### src/rtl/mips150_mem_pkg.sv
// Shared encodings for the DMEM port arbiter and its helpers.
package mips150_mem_pkg;

    // Byte-enable width of the DMEM port (32-bit words).
    localparam int BE_W = 4;

    // Which requester owned the port in a given cycle.
    typedef enum logic {
        OWN_CPU = 1'b0,
        OWN_DMA = 1'b1
    } owner_e;

    // Arbiter state: normal CPU-priority cycle or a forced DMA cycle.
    typedef enum logic {
        S_CPU      = 1'b0,
        S_DMA_SLOT = 1'b1
    } state_e;

endpackage

### src/rtl/arb_streak_counter.sv
// Saturating count of consecutive CPU grants taken while the DMA waits.
// at_limit_o reports the value the counter holds after this cycle's
// update, so the arbiter can schedule the DMA slot on the same edge.
module arb_streak_counter #(
    parameter int MAX = 4
) (
    input  logic clk,
    input  logic rst,
    input  logic clr_i,
    input  logic inc_i,
    output logic at_limit_o
);

    logic [3:0] count_q;
    logic [3:0] count_d;

    // Next count: clear wins over increment; increment saturates at MAX.
    always_comb begin
        count_d = count_q;
        if (clr_i) begin
            count_d = 4'd0;
        end else if (inc_i) begin
            if (count_q < 4'(MAX)) begin
                count_d = count_q + 4'd1;
            end
        end
    end

    assign at_limit_o = (count_d == 4'(MAX));

    // Count register with synchronous active-low reset.
    always_ff @(posedge clk) begin
        if (!rst) begin
            count_q <= 4'd0;
        end else begin
            count_q <= count_d;
        end
    end

endmodule

### src/rtl/dmem_port_arbiter.sv
// Shares the single synchronous-read DMEM port between the CPU M-stage
// (fixed priority) and a DMA requester that is guaranteed a forced slot
// after MAX_CPU_STREAK contended CPU grants.
module dmem_port_arbiter
    import mips150_mem_pkg::*;
#(
    parameter int AW             = 12,
    parameter int DW             = 32,
    parameter int MAX_CPU_STREAK = 4
) (
    input  logic              clk,
    input  logic              rst,
    input  logic              cpu_req,
    input  logic [DW/8-1:0]   cpu_we,
    input  logic [AW-1:0]     cpu_addr,
    input  logic [DW-1:0]     cpu_wdata,
    output logic              cpu_stall,
    output logic [DW-1:0]     cpu_rdata,
    input  logic              dma_valid,
    output logic              dma_ready,
    input  logic [DW/8-1:0]   dma_we,
    input  logic [AW-1:0]     dma_addr,
    input  logic [DW-1:0]     dma_wdata,
    output logic              dma_rvalid,
    output logic [DW-1:0]     dma_rdata,
    output logic              mem_en,
    output logic [DW/8-1:0]   mem_we,
    output logic [AW-1:0]     mem_addr,
    output logic [DW-1:0]     mem_wdata,
    input  logic [DW-1:0]     mem_rdata
);

    state_e state_q, state_d;
    owner_e owner_q, owner_d;
    logic   rd_pend_q, rd_pend_d;
    logic   streak_inc;
    logic   streak_clr;
    logic   streak_at_limit;

    arb_streak_counter #(
        .MAX (MAX_CPU_STREAK)
    ) u_streak (
        .clk        (clk),
        .rst        (rst),
        .clr_i      (streak_clr),
        .inc_i      (streak_inc),
        .at_limit_o (streak_at_limit)
    );

    // Grant decision, port mux and next state; everything is held idle while in reset.
    always_comb begin
        state_d    = state_q;
        owner_d    = owner_q;
        cpu_stall  = 1'b0;
        dma_ready  = 1'b0;
        mem_en     = 1'b0;
        mem_we     = '0;
        mem_addr   = cpu_addr;
        mem_wdata  = cpu_wdata;
        streak_inc = 1'b0;
        streak_clr = 1'b0;
        if (rst) begin
            case (state_q)
                S_CPU: begin
                    if (cpu_req) begin
                        mem_en  = 1'b1;
                        mem_we  = cpu_we;
                        owner_d = OWN_CPU;
                        if (dma_valid) begin
                            streak_inc = 1'b1;
                            if (streak_at_limit) begin
                                state_d = S_DMA_SLOT;
                            end
                        end else begin
                            streak_clr = 1'b1;
                        end
                    end else if (dma_valid) begin
                        dma_ready  = 1'b1;
                        mem_en     = 1'b1;
                        mem_we     = dma_we;
                        mem_addr   = dma_addr;
                        mem_wdata  = dma_wdata;
                        owner_d    = OWN_DMA;
                        streak_clr = 1'b1;
                    end else begin
                        streak_clr = 1'b1;
                    end
                end
                S_DMA_SLOT: begin
                    // A withdrawn request leaves the slot idle and the CPU unstalled.
                    dma_ready  = 1'b1;
                    mem_addr   = dma_addr;
                    mem_wdata  = dma_wdata;
                    streak_clr = 1'b1;
                    state_d    = S_CPU;
                    if (dma_valid) begin
                        mem_en    = 1'b1;
                        mem_we    = dma_we;
                        owner_d   = OWN_DMA;
                        cpu_stall = cpu_req;
                    end
                end
                default: begin
                    state_d = S_CPU;
                end
            endcase
        end
    end

    assign rd_pend_d = mem_en & (mem_we == '0);

    // Read data follows the port one cycle later; only the DMA gets a valid strobe.
    assign cpu_rdata  = mem_rdata;
    assign dma_rdata  = mem_rdata;
    assign dma_rvalid = rst & rd_pend_q & (owner_q == OWN_DMA);

    // State, owner and read-pending registers; reset drops any in-flight return.
    always_ff @(posedge clk) begin
        if (!rst) begin
            state_q   <= S_CPU;
            owner_q   <= OWN_CPU;
            rd_pend_q <= 1'b0;
        end else begin
            state_q   <= state_d;
            owner_q   <= owner_d;
            rd_pend_q <= rd_pend_d;
        end
    end

endmodule

### config.mk
export PLATFORM = sky130hd
export DESIGN_NAME = dmem_port_arbiter
export DESIGN_NICKNAME = d
export VERILOG_FILES = /design/src/rtl/mips150_mem_pkg.sv /design/src/rtl/arb_streak_counter.sv /design/src/rtl/dmem_port_arbiter.sv
export SDC_FILE = /design/constraint.sdc
export NUM_CORES = 1
export LEC_CHECK = 0
export CORE_AREA = 2 2 97 99
export CTS_CLUSTER_SIZE = 28
export DETAILED_ROUTE_END_ITERATION = 12
export DIE_AREA = 0 0 99 101
export DONT_BUFFER_PORTS = 1
export SLEW_MARGIN = 25
export SYNTH_ARGS = -nofsm -noshare
export SYNTH_HDL_FRONTEND = slang
export SYNTH_SLANG_ARGS = --single-unit
export TNS_END_PERCENT = 30
### constraint.sdc
create_clock -name clk -period 2.2 [get_ports clk]
set_clock_uncertainty 0.1 [all_clocks]
set_input_delay 0.44 -clock clk [delete_from_list [all_inputs] [get_ports clk]]
set_output_delay 0.44 -clock clk [all_outputs]
set_load 0.01 [all_outputs]
After elaboration in Yosys (flattened, before gate mapping):

Index checks and enable logic that the tools add are counted.

* bits in registers: 7
* bits of input ports: 132
* output and inout bits: 116

* magnitude comparators: 1
* bitwise gates (word level): 4
* equal/unequal tests: 1
* reductions and logical operators: 1
* muxes and demuxes: 39
* add/subtract/negate cells: 1

Operator list (count)
* $mux W32: 3
* $pmux W32 S2: 1
* $mux W12: 3
* $mux W4: 6
* $pmux W12 S2: 1
* $mux W1: 19
* $pmux W1 S2: 5
* $pmux W4 S2: 1
* $add A4 B1 Y4 const B: 1
* $eq A4 B3 Y1 const B: 1
* $logic_not A4 Y1: 1
* $lt A4 B3 Y1 const B: 1
* $and A1 B1 Y1: 3
* $not A1 Y1: 1

Depth between registers and ports, before layout:

* depth in word-level cells: 11
* gate-level depth with buffers: 5
* depth with buffers taken out: 4

Hierarchy:

Synthesis repeated with hierarchy kept, for this count alone.

* cells, all modules: 166
* area total of the unflattened synthesis: 1472.7 µm²

By module, submodules not included
* dmem_port_arbiter: cells each 148, sequential area each 60.1 µm², instances 1, area an instance 1278.7 µm²
* arb_streak_counter: cells each 18, sequential area each 80.1 µm², instances 1, area an instance 193.9 µm²

Worst setup path after synthesis:

Ideal clock, no wire load.

* kind: input port to output port
* from: input dma_valid
* to: output mem_wdata[10]
* buffers on the path: 2
* required time: 1660 ps
* stages: 5
* arrival: 1506 ps
* setup slack: 154 ps
* cell sequence: buf_6 nor2b_4 o21ai_4 buf_8 mux2_2

* longest elaborated chain between the ends: 4

RTL lines
* start: declaration: line dmem_port_arbiter.sv:19 `input logic dma_valid,`
* $mux W32: line dmem_port_arbiter.sv:77 `end else if (dma_valid) begin`
* $mux W32: line dmem_port_arbiter.sv:65 `if (cpu_req) begin`
* $pmux W32 S2: line dmem_port_arbiter.sv:63 `case (state_q)`
* $mux W32: line dmem_port_arbiter.sv:62 `if (rst) begin`
* end: declaration: line dmem_port_arbiter.sv:29 `output logic [DW-1:0] mem_wdata,`

Every way passes these cells.

Worst setup path after layout:

* from: register state_q
* to: output mem_wdata[3]

* longest elaborated chain between the ends: 3

RTL lines
* start: declaration: line dmem_port_arbiter.sv:33 `state_e state_q, state_d;`
* start signal: assignment: line dmem_port_arbiter.sv:124 `state_q <= state_d;`
* $not A1 Y1
* $pmux W32 S2 (*): line dmem_port_arbiter.sv:63
* $mux W32 (*): line dmem_port_arbiter.sv:62

Every way passes the cells marked *; elsewhere a longest branch is shown, timed or not.

==> out/results.ini <==
[cts]
clk_path_buf_depth = 2
postCtsResizedCells = 0
postCtsSetupBuffers = 0
cts_root_buf = clkbuf_8
clk_pin_slew_ps = 40
clkLatencyLatePin_ps = 230
numClockSinks = 7
cts_buffers = 3
cts_max_level = 1
cts_tree = built
cts_hold_buf = 0

[synthesis]
synth-warning-count = 0
synth_top_cell_area_share_pct = 30.6
syn-cell-area_sq_um = 1570
synth_area_leaders = buf_4 (31%), mux2_4 (28%), mux2_2 (11%), dfxtp_1 (8.9%), buf_8 (3.8%)
seq_area_frac_synth_pct = 8.92
synth_ff_type = dfxtp_1
synthArstFlopShare_pct = 0
syn_inst = 166
ys_ff_latch = 7
synth_common_cells = buf_4 (64), mux2_4 (29), mux2_2 (15), dfxtp_1 (7)
synth_top_cell_by_area = buf_4
synth_most_common_cell = buf_4
synth-edff-count = 0
synth.avg_cell_area_sq_um = 9.47
synth_cell_type_count = 29
synth_nets = 299

[critical_path]
rrSetupSlack_ps = 800
r2r_end = state_q
ff2ff_path_depth = 3
crit_path_end = mem_wdata[3]
crit_family = multiplexers
critPathSlowestCell = mux2_2
cp.required_ps = 1660
worstPathCellList = o21ai_4 -> buf_12 -> mux2_2
slowest_delay_ps = 420
crit_cells = 3
cp-end-kind = primary output
critPathKind = flip-flop to primary output
critPathMaxFanout = 45
r2r-start = state_q
cp.arrival_ps = 1510
critPathBufInv = 1
startpoint = state_q
start_kind = flip-flop

[floorplan]
die_area_sq_um = 10000
ios = 248
coreArea_sq_um = 8980
die_x_um = 99
start_util_pct = 17.5
placementRows = 35
die_y_um = 101

[worst_hold_path]
min_path_type = primary input to flip-flop
hp-start = rst

[route]
drt-wirelength-per-cell_um = 19.0
drc = 0
firstDrtPassIters = 4
vias = 904
drtIter0Drc = 14
postRouteAntennaNets = 0
vias_per_cell = 4.28
drt_wl_total_mm = 4.00

[cells_and_area]
antennaDiodeCount = 0
design_area_sq_um = 1210
drive_gt1_share_pct = 51.0
fin_util_pct = 13.5
fin_nets = 234
final_cell_count_no_fill = 211
fillCellCount = 988
syn2layout_area_growth_pct = -22.7

[timing]
setup_viol = 0
finalSetupTns_ps = 0
max_freq_mhz = 488
slew_headroom_pct = 69.3
period_minus_slack_ps = 2050
slew_violations = 0
tightest_slew_ps = 460
post-route-period-util_pct = 93.1
holdWs_ps = 257
rsz0062_at_grt = false
setup_ws_ps = 151
final_hold_viol_count = 0

[placement]
numPortBuffers = 0
hpwl_mm = 3.47
gp_congestion = 0.677
place_area_sq_um = 1170
placedCellCount = 207
dp_slack_ps = 228

[power_and_ir_drop]
power.leakage_nw = 0.520
p_total_uw = 484
power.density_nw_per_um2 = 399
ir_worst_vdd_mv = 0.203

[flow_run]
maxCapViolCount = 0

[global_route]
grt_pass1_vias = 856
grt_max_degree = 46
grt_pass1_wl_mm = 4.84
antenna_found_initial = 0
overflow = 0
grt_usage_pct = 6.65

[run_status]
status = finished, final reports clean

## cell type report
cell class / count / area [sq um] / share of cell area, %
clock buffer: 4 / 45.0 / 3.71
inverter: 3 / 11.3 / 0.927
multi-input combinational: 85 / 860 / 70.8
sequential: 7 / 140 / 11.5
tap: 111 / 139 / 11.4
timing repair buffer: 1 / 20.0 / 1.65
## worst min-delay path by stage
| stage | endpoint | slack [ps] | cells after the start |
|---|---|---|---|
| finish | owner_q | 260 | 2 |
| detailed placement | state_q | 370 | 1 |
| floorplan | state_q | 340 | 1 |
| global route | rd_pend_q | 270 | 2 |
| global placement | state_q | 370 | 1 |
| CTS | owner_q | 250 | 2 |
## routing by layer
| layer | track usage [%] | vias up | share of wire, % |
|---|---|---|---|
| li1 | - | 368 | - |
| met1 | 6.44 | 403 | 31 |
| met5 | 0 | - | 0 |
| met3 | 5.76 | 6 | 19 |
| met2 | 10.8 | 127 | 49 |
| met4 | 1.48 | 0 | 0.65 |
## report_power, final
group          switching [mW]  internal (mW)
clock                  0.0534          0.125
sequential            0.00140          0.130
combinational          0.0851         0.0894
total                   0.140          0.344
## cell usage in the layout, fill, tap and decap left out, types with 3 or more instances in the layout
| cell type | n |
|---|---|
| nand2_1 | 6 |
| nand3_1 | 6 |
| a21boi_0 | 4 |
| mux2_2 | 15 |
| dfxtp_1 | 7 |
| nor2_1 | 5 |
| clkbuf_8 | 3 |
| mux2_4 | 29 |
| inv_1 | 3 |
## worst reg2reg max path, delay by kind of cell (launching register included)
kind,cells,cell delay (ps)
and+or+nand+nor,3,860
DFF,1,360
## kinds of logic (layout without fill, tap and decap cells)
kind of cell | count (synthesis) | after routing | synth area share [%]
multiplexers | 44 | 44 | 38.5
AO/OA/AOI/OAI | 11 | 11 | 5.10
adder cells (fa/ha/maj) | 1 | 1 | 0.796
buffers and inverters | 74 | 8 | 36.4
AND/OR/NAND/NOR | 28 | 28 | 9.79
flip-flops | 7 | 7 | 8.92
XOR/XNOR | 1 | 1 | 0.557
## registers in the layout, indices dropped and copies added (netlist names)
name and flops:
u_streak.count_q 4, state_q 1, rd_pend_q 1, owner_q 1
Power figures use the tool's default switching activity.
